### config.mk
export PLATFORM = sky130hd
export DESIGN_NAME = peripheral_bin2bcd_gen
export DESIGN_NICKNAME = d
export VERILOG_FILES = /design/src/rtl/bin2bcd_pkg.sv /design/src/rtl/bin2bcd_dd_core.sv /design/src/rtl/peripheral_bin2bcd_gen.sv
export SDC_FILE = /design/constraint.sdc
export NUM_CORES = 1
export LEC_CHECK = 0
export CAP_MARGIN = 20
export CORE_MARGIN = 2
export CORE_UTILIZATION = 50
export CTS_CLUSTER_SIZE = 25
export DETAILED_ROUTE_END_ITERATION = 10
export GPL_TIMING_DRIVEN = 0
export PLACE_DENSITY = 0.76
export SLEW_MARGIN = 0
export SYNTH_ARGS = -nofsm -noshare
export SYNTH_HDL_FRONTEND = slang
export SYNTH_SLANG_ARGS = --single-unit
### constraint.sdc
create_clock -name clk -period 7.1 [get_ports clk]
set_input_delay 1.42 -clock clk [delete_from_list [all_inputs] [get_ports clk]]
set_output_delay 1.42 -clock clk [all_outputs]
set_load 0.01 [all_outputs]
### src/rtl/bin2bcd_pkg.sv
`timescale 1ns/1ps
`default_nettype none
// ============================================================================
// Module   : bin2bcd_pkg
// Purpose  : Shared definitions for the binary-to-BCD converter peripheral:
//            register addresses, CTRL/STATUS bit positions, FSM encoding and
//            the minimum-digit helper used to validate BCD_DIGITS.
// Ports    : none (package)
// Revision : 1.0 - initial release
// ============================================================================
package bin2bcd_pkg;

  // Register map, addr[4:2]
  localparam logic [2:0] c_addr_data   = 3'd0;
  localparam logic [2:0] c_addr_ctrl   = 3'd1;
  localparam logic [2:0] c_addr_status = 3'd2;
  localparam logic [2:0] c_addr_res_lo = 3'd3;
  localparam logic [2:0] c_addr_res_hi = 3'd4;
  localparam logic [2:0] c_addr_ndig   = 3'd5;

  // CTRL bits
  localparam int c_ctrl_start  = 0;
  localparam int c_ctrl_signed = 1;

  // STATUS bits
  localparam int c_stat_done = 0;
  localparam int c_stat_busy = 1;
  localparam int c_stat_neg  = 2;

  // Conversion FSM encoding
  localparam logic [1:0] c_st_idle  = 2'd0;
  localparam logic [1:0] c_st_load  = 2'd1;
  localparam logic [1:0] c_st_shift = 2'd2;
  localparam logic [1:0] c_st_fin   = 2'd3;

  // Decimal digits needed for the largest unsigned BIN_W-bit value.
  function automatic int min_digits(input int bin_w);
    longint unsigned v;
    int              n;
    v = (64'd1 << bin_w) - 64'd1;
    n = 1;
    while (v >= 64'd10) begin
      v = v / 64'd10;
      n = n + 1;
    end
    return n;
  endfunction

endpackage
`default_nettype wire

### src/rtl/bin2bcd_dd_core.sv
`timescale 1ns/1ps
`default_nettype none
// ============================================================================
// Module   : bin2bcd_dd_core
// Purpose  : Sequential double-dabble engine, one operand bit per clock.
//            IDLE -> LOAD -> SHIFT (BIN_W cycles) -> FIN -> IDLE.
// Ports    : clk, rst        clock / async active-high reset
//            i_start         start pulse, honoured only in IDLE
//            i_operand       unsigned magnitude to convert (captured on start)
//            i_neg           sign flag travelling with the operand
//            o_idle          FSM in IDLE (new start may be accepted)
//            o_busy/o_done   status flags (DONE sticky until next start)
//            o_neg           sign of the current/last conversion
//            o_bcd           packed BCD result, digit 0 in [3:0]
//            o_ndig          significant digit count, 1..BCD_DIGITS
// Revision : 1.0 - initial release
// ============================================================================
module bin2bcd_dd_core
  import bin2bcd_pkg::*;
#(
  parameter int BIN_W      = 32,
  parameter int BCD_DIGITS = 10
) (
  input  logic                    clk,
  input  logic                    rst,
  input  logic                    i_start,
  input  logic [BIN_W-1:0]        i_operand,
  input  logic                    i_neg,
  output logic                    o_idle,
  output logic                    o_busy,
  output logic                    o_done,
  output logic                    o_neg,
  output logic [4*BCD_DIGITS-1:0] o_bcd,
  output logic [4:0]              o_ndig
);

  localparam int c_bcd_w = 4 * BCD_DIGITS;
  localparam int c_cnt_w = $clog2(BIN_W + 1);
  localparam logic [c_cnt_w-1:0] c_cnt_init = c_cnt_w'(BIN_W);
  localparam logic [c_cnt_w-1:0] c_cnt_one  = c_cnt_w'(1);

  logic [1:0]         r_state;
  logic [BIN_W-1:0]   r_op;
  logic               r_neg_pend;
  logic [c_bcd_w-1:0] r_acc;
  logic [c_cnt_w-1:0] r_cnt;
  logic               r_busy;
  logic               r_done;
  logic               r_neg;
  logic [c_bcd_w-1:0] r_res;
  logic [4:0]         r_ndig;

  logic [c_bcd_w-1:0] w_acc_adj;
  logic [c_bcd_w-1:0] w_acc_next;
  logic [4:0]         w_ndig;

  // Add-3 correction on every digit that would overflow past 9 after doubling.
  for (genvar gi = 0; gi < BCD_DIGITS; gi++) begin : g_digit_adj
    assign w_acc_adj[4*gi +: 4] = (r_acc[4*gi +: 4] >= 4'd5) ?
                                  (r_acc[4*gi +: 4] + 4'd3) : r_acc[4*gi +: 4];
  end

  assign w_acc_next = {w_acc_adj[c_bcd_w-2:0], r_op[BIN_W-1]};

  // Highest non-zero digit index + 1; a zero result still reports one digit.
  always_comb begin
    w_ndig = 5'd1;
    for (int i = 0; i < BCD_DIGITS; i++) begin
      if (r_acc[4*i +: 4] != 4'd0) w_ndig = 5'(i + 1);
    end
  end

  always_ff @(posedge clk or posedge rst) begin
    if (rst) begin
      r_state    <= c_st_idle;
      r_op       <= '0;
      r_neg_pend <= 1'b0;
      r_acc      <= '0;
      r_cnt      <= '0;
      r_busy     <= 1'b0;
      r_done     <= 1'b0;
      r_neg      <= 1'b0;
      r_res      <= '0;
      r_ndig     <= 5'd1;
    end else begin
      case (r_state)
        c_st_idle: begin
          if (i_start) begin
            r_op       <= i_operand;
            r_neg_pend <= i_neg;
            r_state    <= c_st_load;
          end
        end
        c_st_load: begin
          r_acc   <= '0;
          r_cnt   <= c_cnt_init;
          r_busy  <= 1'b1;
          r_done  <= 1'b0;
          r_neg   <= r_neg_pend;
          r_state <= c_st_shift;
        end
        c_st_shift: begin
          r_acc <= w_acc_next;
          r_op  <= {r_op[BIN_W-2:0], 1'b0};
          r_cnt <= r_cnt - c_cnt_one;
          if (r_cnt == c_cnt_one) r_state <= c_st_fin;
        end
        c_st_fin: begin
          r_res   <= r_acc;
          r_ndig  <= w_ndig;
          r_done  <= 1'b1;
          r_busy  <= 1'b0;
          r_state <= c_st_idle;
        end
        default: r_state <= c_st_idle;
      endcase
    end
  end

  assign o_idle = (r_state == c_st_idle);
  assign o_busy = r_busy;
  assign o_done = r_done;
  assign o_neg  = r_neg;
  assign o_bcd  = r_res;
  assign o_ndig = r_ndig;

endmodule
`default_nettype wire

### src/rtl/peripheral_bin2bcd_gen.sv
`timescale 1ns/1ps
`default_nettype none
// ============================================================================
// Module   : peripheral_bin2bcd_gen
// Purpose  : Memory-mapped binary-to-BCD converter peripheral. Holds the bus
//            decode, DATA/CTRL registers, sign handling and registered read
//            mux; the conversion itself runs in bin2bcd_dd_core.
// Ports    : clk, rst   clock / async active-high reset
//            d_in       bus write data
//            cs         chip select
//            addr       register select (addr[4:2])
//            rd, wr     read / write strobes, qualified by cs
//            d_out      registered read data (one cycle after the strobe)
// Revision : 1.0 - initial release
// ============================================================================
module peripheral_bin2bcd_gen
  import bin2bcd_pkg::*;
#(
  parameter int BIN_W      = 32,
  parameter int BCD_DIGITS = 10
) (
  input  logic        clk,
  input  logic        rst,
  input  logic [31:0] d_in,
  input  logic        cs,
  input  logic [2:0]  addr,
  input  logic        rd,
  input  logic        wr,
  output logic [31:0] d_out
);

  if (BIN_W < 4 || BIN_W > 32) begin : g_chk_bin_w
    $error("peripheral_bin2bcd_gen: BIN_W must be 4..32");
  end
  if (BCD_DIGITS < 1 || BCD_DIGITS > 16) begin : g_chk_digits_range
    $error("peripheral_bin2bcd_gen: BCD_DIGITS must be 1..16");
  end
  if (BCD_DIGITS < min_digits(BIN_W)) begin : g_chk_digits_fit
    $error("peripheral_bin2bcd_gen: BCD_DIGITS too small for BIN_W");
  end

  logic [BIN_W-1:0]        r_data;
  logic                    r_signed;
  logic [31:0]             r_dout;

  logic                    w_wr;
  logic                    w_rd;
  logic                    w_idle;
  logic                    w_ctrl_wr;
  logic                    w_start;
  logic                    w_neg;
  logic [BIN_W-1:0]        w_operand;
  logic                    w_busy;
  logic                    w_done;
  logic                    w_neg_st;
  logic [4*BCD_DIGITS-1:0] w_bcd;
  logic [4:0]              w_ndig;
  logic [63:0]             w_res64;
  logic [31:0]             w_rdata;
  logic                    w_unused;

  assign w_wr = cs & wr;
  assign w_rd = cs & rd & ~wr;     // a simultaneous write wins over the read

  // CTRL writes (START and SIGNED alike) only take effect between conversions.
  assign w_ctrl_wr = w_wr & (addr == c_addr_ctrl) & w_idle;
  assign w_start   = w_ctrl_wr & d_in[c_ctrl_start];

  // Sign is judged with the SIGNED bit carried by the START write itself.
  assign w_neg     = d_in[c_ctrl_signed] & r_data[BIN_W-1];
  assign w_operand = w_neg ? ((~r_data) + {{(BIN_W-1){1'b0}}, 1'b1}) : r_data;

  always_ff @(posedge clk or posedge rst) begin
    if (rst) begin
      r_data   <= '0;
      r_signed <= 1'b0;
    end else begin
      if (w_wr && (addr == c_addr_data)) r_data <= d_in[BIN_W-1:0];
      if (w_ctrl_wr) r_signed <= d_in[c_ctrl_signed];
    end
  end

  bin2bcd_dd_core #(
    .BIN_W      (BIN_W),
    .BCD_DIGITS (BCD_DIGITS)
  ) u_core (
    .clk       (clk),
    .rst       (rst),
    .i_start   (w_start),
    .i_operand (w_operand),
    .i_neg     (w_neg),
    .o_idle    (w_idle),
    .o_busy    (w_busy),
    .o_done    (w_done),
    .o_neg     (w_neg_st),
    .o_bcd     (w_bcd),
    .o_ndig    (w_ndig)
  );

  // Result padded to 16 digits so RES_HI reads zero above BCD_DIGITS.
  always_comb begin
    w_res64 = '0;
    w_res64[4*BCD_DIGITS-1:0] = w_bcd;
  end

  always_comb begin
    w_rdata = '0;
    case (addr)
      c_addr_ctrl:   w_rdata = {30'b0, r_signed, 1'b0};
      c_addr_status: w_rdata = {29'b0, w_neg_st, w_busy, w_done};
      c_addr_res_lo: w_rdata = w_res64[31:0];
      c_addr_res_hi: w_rdata = w_res64[63:32];
      c_addr_ndig:   w_rdata = {27'b0, w_ndig};
      default:       w_rdata = '0;
    endcase
  end

  always_ff @(posedge clk or posedge rst) begin
    if (rst) r_dout <= '0;
    else     r_dout <= w_rd ? w_rdata : 32'd0;
  end

  assign d_out = r_dout;

  // Upper write-data bits are unused when BIN_W < 32.
  assign w_unused = &{1'b0, d_in};

endmodule
`default_nettype wire

After elaboration in Yosys (flattened, before gate mapping) --
Index checks and enable logic that the tools add are counted.
Storage, ports and cells: register bits 194, input bits 40, output and inout bits 32, logic and storage cells 104
Operators by class: add/sub/neg operators 12, order comparisons 10, equal/unequal tests 11, muxes and demuxes 31, bitwise operators 9, reduce and logical (&&, ||, !) cells 18
Operator list (count):
- 32-bit one-hot mux with 5 select lines | 1
- 32-bit 2-to-1 mux | 3
- 40-bit one-hot mux with 2 select lines | 1
- 32-bit one-hot mux with 2 select lines | 1
- 4-bit 2-to-1 mux | 12
- 4-bit by 3-bit >= comparator with 1-bit output (second input constant) | 10
- 4-bit by 2-bit adder with 4-bit output (second input constant) | 9
- 4-bit nonzero test | 9
- 32-bit by 1-bit adder with 32-bit output (second input constant) | 1
- 32-bit NOT | 1
- 3-bit 2-to-1 mux | 5
- 6-bit one-hot mux with 2 select lines | 1
- 2-bit 2-to-1 mux | 4
- 2-bit one-hot mux with 4 select lines | 1
- 1-bit bitwise AND | 7
- 3-bit by 2-bit equality test with 1-bit output (second input constant) | 2
- 3-bit equality test (second input constant) | 2
- 6-bit by 1-bit equality test with 1-bit output (second input constant) | 1
- 2-bit AND reduction | 3
- 2-bit nonzero test | 3
- 6-bit by 1-bit subtractor with 6-bit output (second input constant) | 1
- 2-bit equality test (second input constant) | 2
- 2-bit by 1-bit != test with 1-bit output (second input constant) | 2
- 1-bit one-hot mux with 2 select lines | 2
- 7 further kinds | 7

Longest topological paths before layout --
word-level depth 10, depth in mapped cells 8, gate-level depth less buffers 7

By module --
From an unflattened synthesis, not the netlist that was laid out.
Second synthesis, totals: cell total of the unflattened synthesis 826, area total of the unflattened synthesis 9290.2 µm²
By module, submodules not included:
- bin2bcd_dd_core | instances 1, cells an instance 536, area each 6082.1 µm², sequential area each 3204.3 µm²
- peripheral_bin2bcd_gen | instances 1, cells an instance 290, area each 3208.1 µm², sequential area each 1626.6 µm²

Worst setup path after synthesis --
Ideal clock, no wire load.
kind in2reg, from input addr[2], to register u_core.r_op[27], library setup time 0.124 ns, data arrival time 2.917 ns, required time 6.976 ns, setup slack 4.059 ns, stages on the path 7, buffers on the path 2, cell sequence clkbuf_1 nand3b_1 o31a_1 clkbuf_1 a22oi_1 o31ai_1 a211o_1
On the way: word-level cells in the longest chain between the ends 6
Ends and longest elaborated chain:
- start: declaration | line peripheral_bin2bcd_gen.sv:26 | input logic [2:0] addr,
- 3-bit by 1-bit equality test with 1-bit output | line peripheral_bin2bcd_gen.sv:66 | assign w_ctrl_wr = w_wr & (addr == c_addr_ctrl) & w_idle;
- 1-bit bitwise AND (2 in series) | line peripheral_bin2bcd_gen.sv:66
- 1-bit bitwise AND | line peripheral_bin2bcd_gen.sv:67 | assign w_start = w_ctrl_wr & d_in[c_ctrl_start];
- 2-bit by 1-bit != test with 1-bit output (no line)
- 2-bit AND reduction (no line)
- end signal: assignment | line bin2bcd_dd_core.sv:89 | r_op <= i_operand;
- end signal: assignment | line bin2bcd_dd_core.sv:104 | r_op <= {r_op[BIN_W-2:0], 1'b0};
- end: declaration | line bin2bcd_dd_core.sv:43 | logic [BIN_W-1:0] r_op;
Every way passes these cells. A chain may end at the register's enable or synchronous reset.

Worst setup path after layout --
from input addr[1], to register u_core.r_op[1]
The elaborated chain is that of the path after synthesis.

==> run summary <==
Row count: 49
Ys flop type: dfrtp_1
Die area: 19700 um2
CTS tree: yes
Avg Inst Size Synth: 10.9 um2
CTS H-tree depth: 4
Port bufs: 70
Synth async-reset ratio: 1.00
Post-cts resize count: 0
WL/cell: 16.6 um
Final hold viol count: 0
Worst hold-check path type: flop to flop
Final instance area: 10900 um2
Iter 0 DRT Violations: 536
Slew margin rel.: 0.383
Hpwl dp: 13900 um
Placed cell area: 10300 um2
Worst Path Required: 7.45 ns
Pre-antenna DRT Iters: 7
Drt drc: 0
Area growth syn-to-layout: 17.7%
Slew Limit Fails: 0
Hold Buf Count CTS: 0
Worst Path Arrival: 3.92 ns
Clock Path Buffers: 2
Clk root buf: clkbuf_16
Vias: 6825
Vias in the first global route: 6583
Die Y: 140 um
Total global routing track utilization: 0.206
Warnings from Yosys: 0
Post-Synth XOR/XNOR Area: 0.0292
Die X: 140 um
Commonest non-fill, non-tap cells in the layout: dfrtp_1 (192), mux2_2 (74), clkdlybuf4s50_1 (70)
VDD IR max: 0.232 mV
Post-synthesis compound-gate area fraction: 0.138
Largest family of logic cells by synthesized area: compound AO/OA/AOI/OAI gates
Initial core utilization: 0.514
Setup CP Type: input pin to flop
Initial antenna violation count: 0
Mapped Area: 9290 um2
# clock sinks: 193
Setup crit end kind: flop
Nets: 1013
Post-Synth Simple-Gate Area: 0.130
GR Overflow Total: 0
Num CTS Buffers: 17
Post-synth EDFFs: 0
Detailed-route wire length: 19700 um
Pin count of the biggest net entering global routing: 105
Outcome: completed
Core area: 18100 um2
Max-Cap Viols: 0
CTS clk-pin slew, worst paths: 0.07 ns
Post-synthesis mux area share: 0.106
Post-CTS setup buffers: 0
# IOs: 72
Final antenna-violating net count: 0
Final setup fails: 0
Syn nets: 922
Unrepaired setup endpoints after global routing: false
Leakage: 4.79 nW
First-pass GRT wire length: 32600 um
Crit Path Max Fanout: 10
Min Tclk post-route: 3.57 ns
GPL Wtd Cong: 0.861
Seq cells post-synth: 193
Synth Instances: 854
Most common cell after layout, fill and taps aside: dfrtp_1
Critical Path Source Type: input pin
Yosys cell types: 62
Crit share post-route: 0.502
Post-synthesis adder-cell area fraction: 0.0377
Layout cells sized above 1: 0.132
Clock skew: 0.00682 ns
Final design utilization: 0.605
Power Dens Cells: 316 nW/um2
Worst Tran Pin Value: 0.915 ns
# diodes: 0
Sequential element share of the synthesized area: 0.520
Fin Setup TNS: 0 ns
Skew-Pair Late Insertion Delay: 0.44 ns
DR vias/cell: 5.75
Max Fclk: 280 MHz
[registers in the layout (all words and copies together), names as in the netlist]
name               count
u_core.r_op           32
u_core.r_neg_pend      1
d_out                 32
u_core.o_busy          1
u_core.r_cnt           6
r_signed               1
u_core.o_done          1
u_core.r_acc          40
r_data                32
u_core.o_bcd          40
u_core.o_neg           1
u_core.r_state         2
u_core.o_ndig          4
[where the power goes]
part           internal, W  total [W]  switching [W]
registers          0.00127    0.00140       0.000131
clock network     0.000538    0.00100       0.000464
logic             0.000387    0.00106       0.000669
total              0.00219    0.00346        0.00126
[through the flow]
stage	hold WS [ns]	total power [W]	setup WS, ns	cells
finish	0.474	0.00346	3.53	1187
global route	0.500	0.00365	3.41	1187
CTS	0.476	0.00346	3.59	1187
detailed placement	0.459	0.00247	3.13	1155
global placement	0.457	0.00243	-2.05	1153
floorplan	0.441	0.00214	0.426	854
[metal layers]
metal / wire (um) / track usage
met5: 0 / 0
met4: 415 / 0.0760
met3: 720 / 0.0328
met2: 9880 / 0.354
met1: 8630 / 0.265
[synthesized netlist by cell type (all sizes together), types with 18 or more instances]
cell	count	area share
a21oi	48	0.026
o21ai	51	0.027
dfrtp	192	0.52
ha	28	0.038
nor2	45	0.018
xnor2	23	0.022
nand3	18	0.0097
nand2	39	0.016
clkbuf	33	0.013
mux2	79	0.096
and2	27	0.018
o22ai	31	0.021
nor3	18	0.011
inv	53	0.021
[cells by family after synthesis]
kind of cell / Yosys count
and+or+nand+nor: 218
adders and majority gates: 28
muxes: 89
AOI/OAI and AO/OA: 201
DFF: 193
buffers and inverters: 94
xor gates and xnor gates: 31
[worst max-delay path, cell delays in order]
cell and delay, ns:
clkdlybuf4s50_1 0.47, clkbuf_1 0.30, nand3b_1 0.33, o31a_1 0.31, clkbuf_1 0.42, clkbuf_1 0.47
nand2_1 0.10, o21ai_0 0.09
[path summary, 6_finish.rpt]
kind	start	endpoint	slack [ns]	cells past startpoint
worst min register to register	u_core.o_bcd[21]	d_out[21]	0.47	1
worst max-delay path	addr[1]	u_core.r_op[1]	3.53	8
worst max register to register	u_core.r_state[1]	u_core.r_op[23]	4.53	7
max in group asynchronous	rst	u_core.o_ndig[0]	4.70	3
worst min-delay path	u_core.o_bcd[21]	d_out[21]	0.47	1
min in group asynchronous	rst	r_data[4]	1.52	2
[cell type report]
class / count / area, um2
Fill cell: 1496 / 7140
Sequential cell: 193 / 4830
Multi-Input combinational cell: 567 / 4100
Timing Repair Buffer: 72 / 736
Clock buffer: 17 / 425
Tap cell: 229 / 287
Inverter: 53 / 206
Clock inverter: 15 / 188
Buffer: 41 / 166
(Power assumes the default switching activity.)
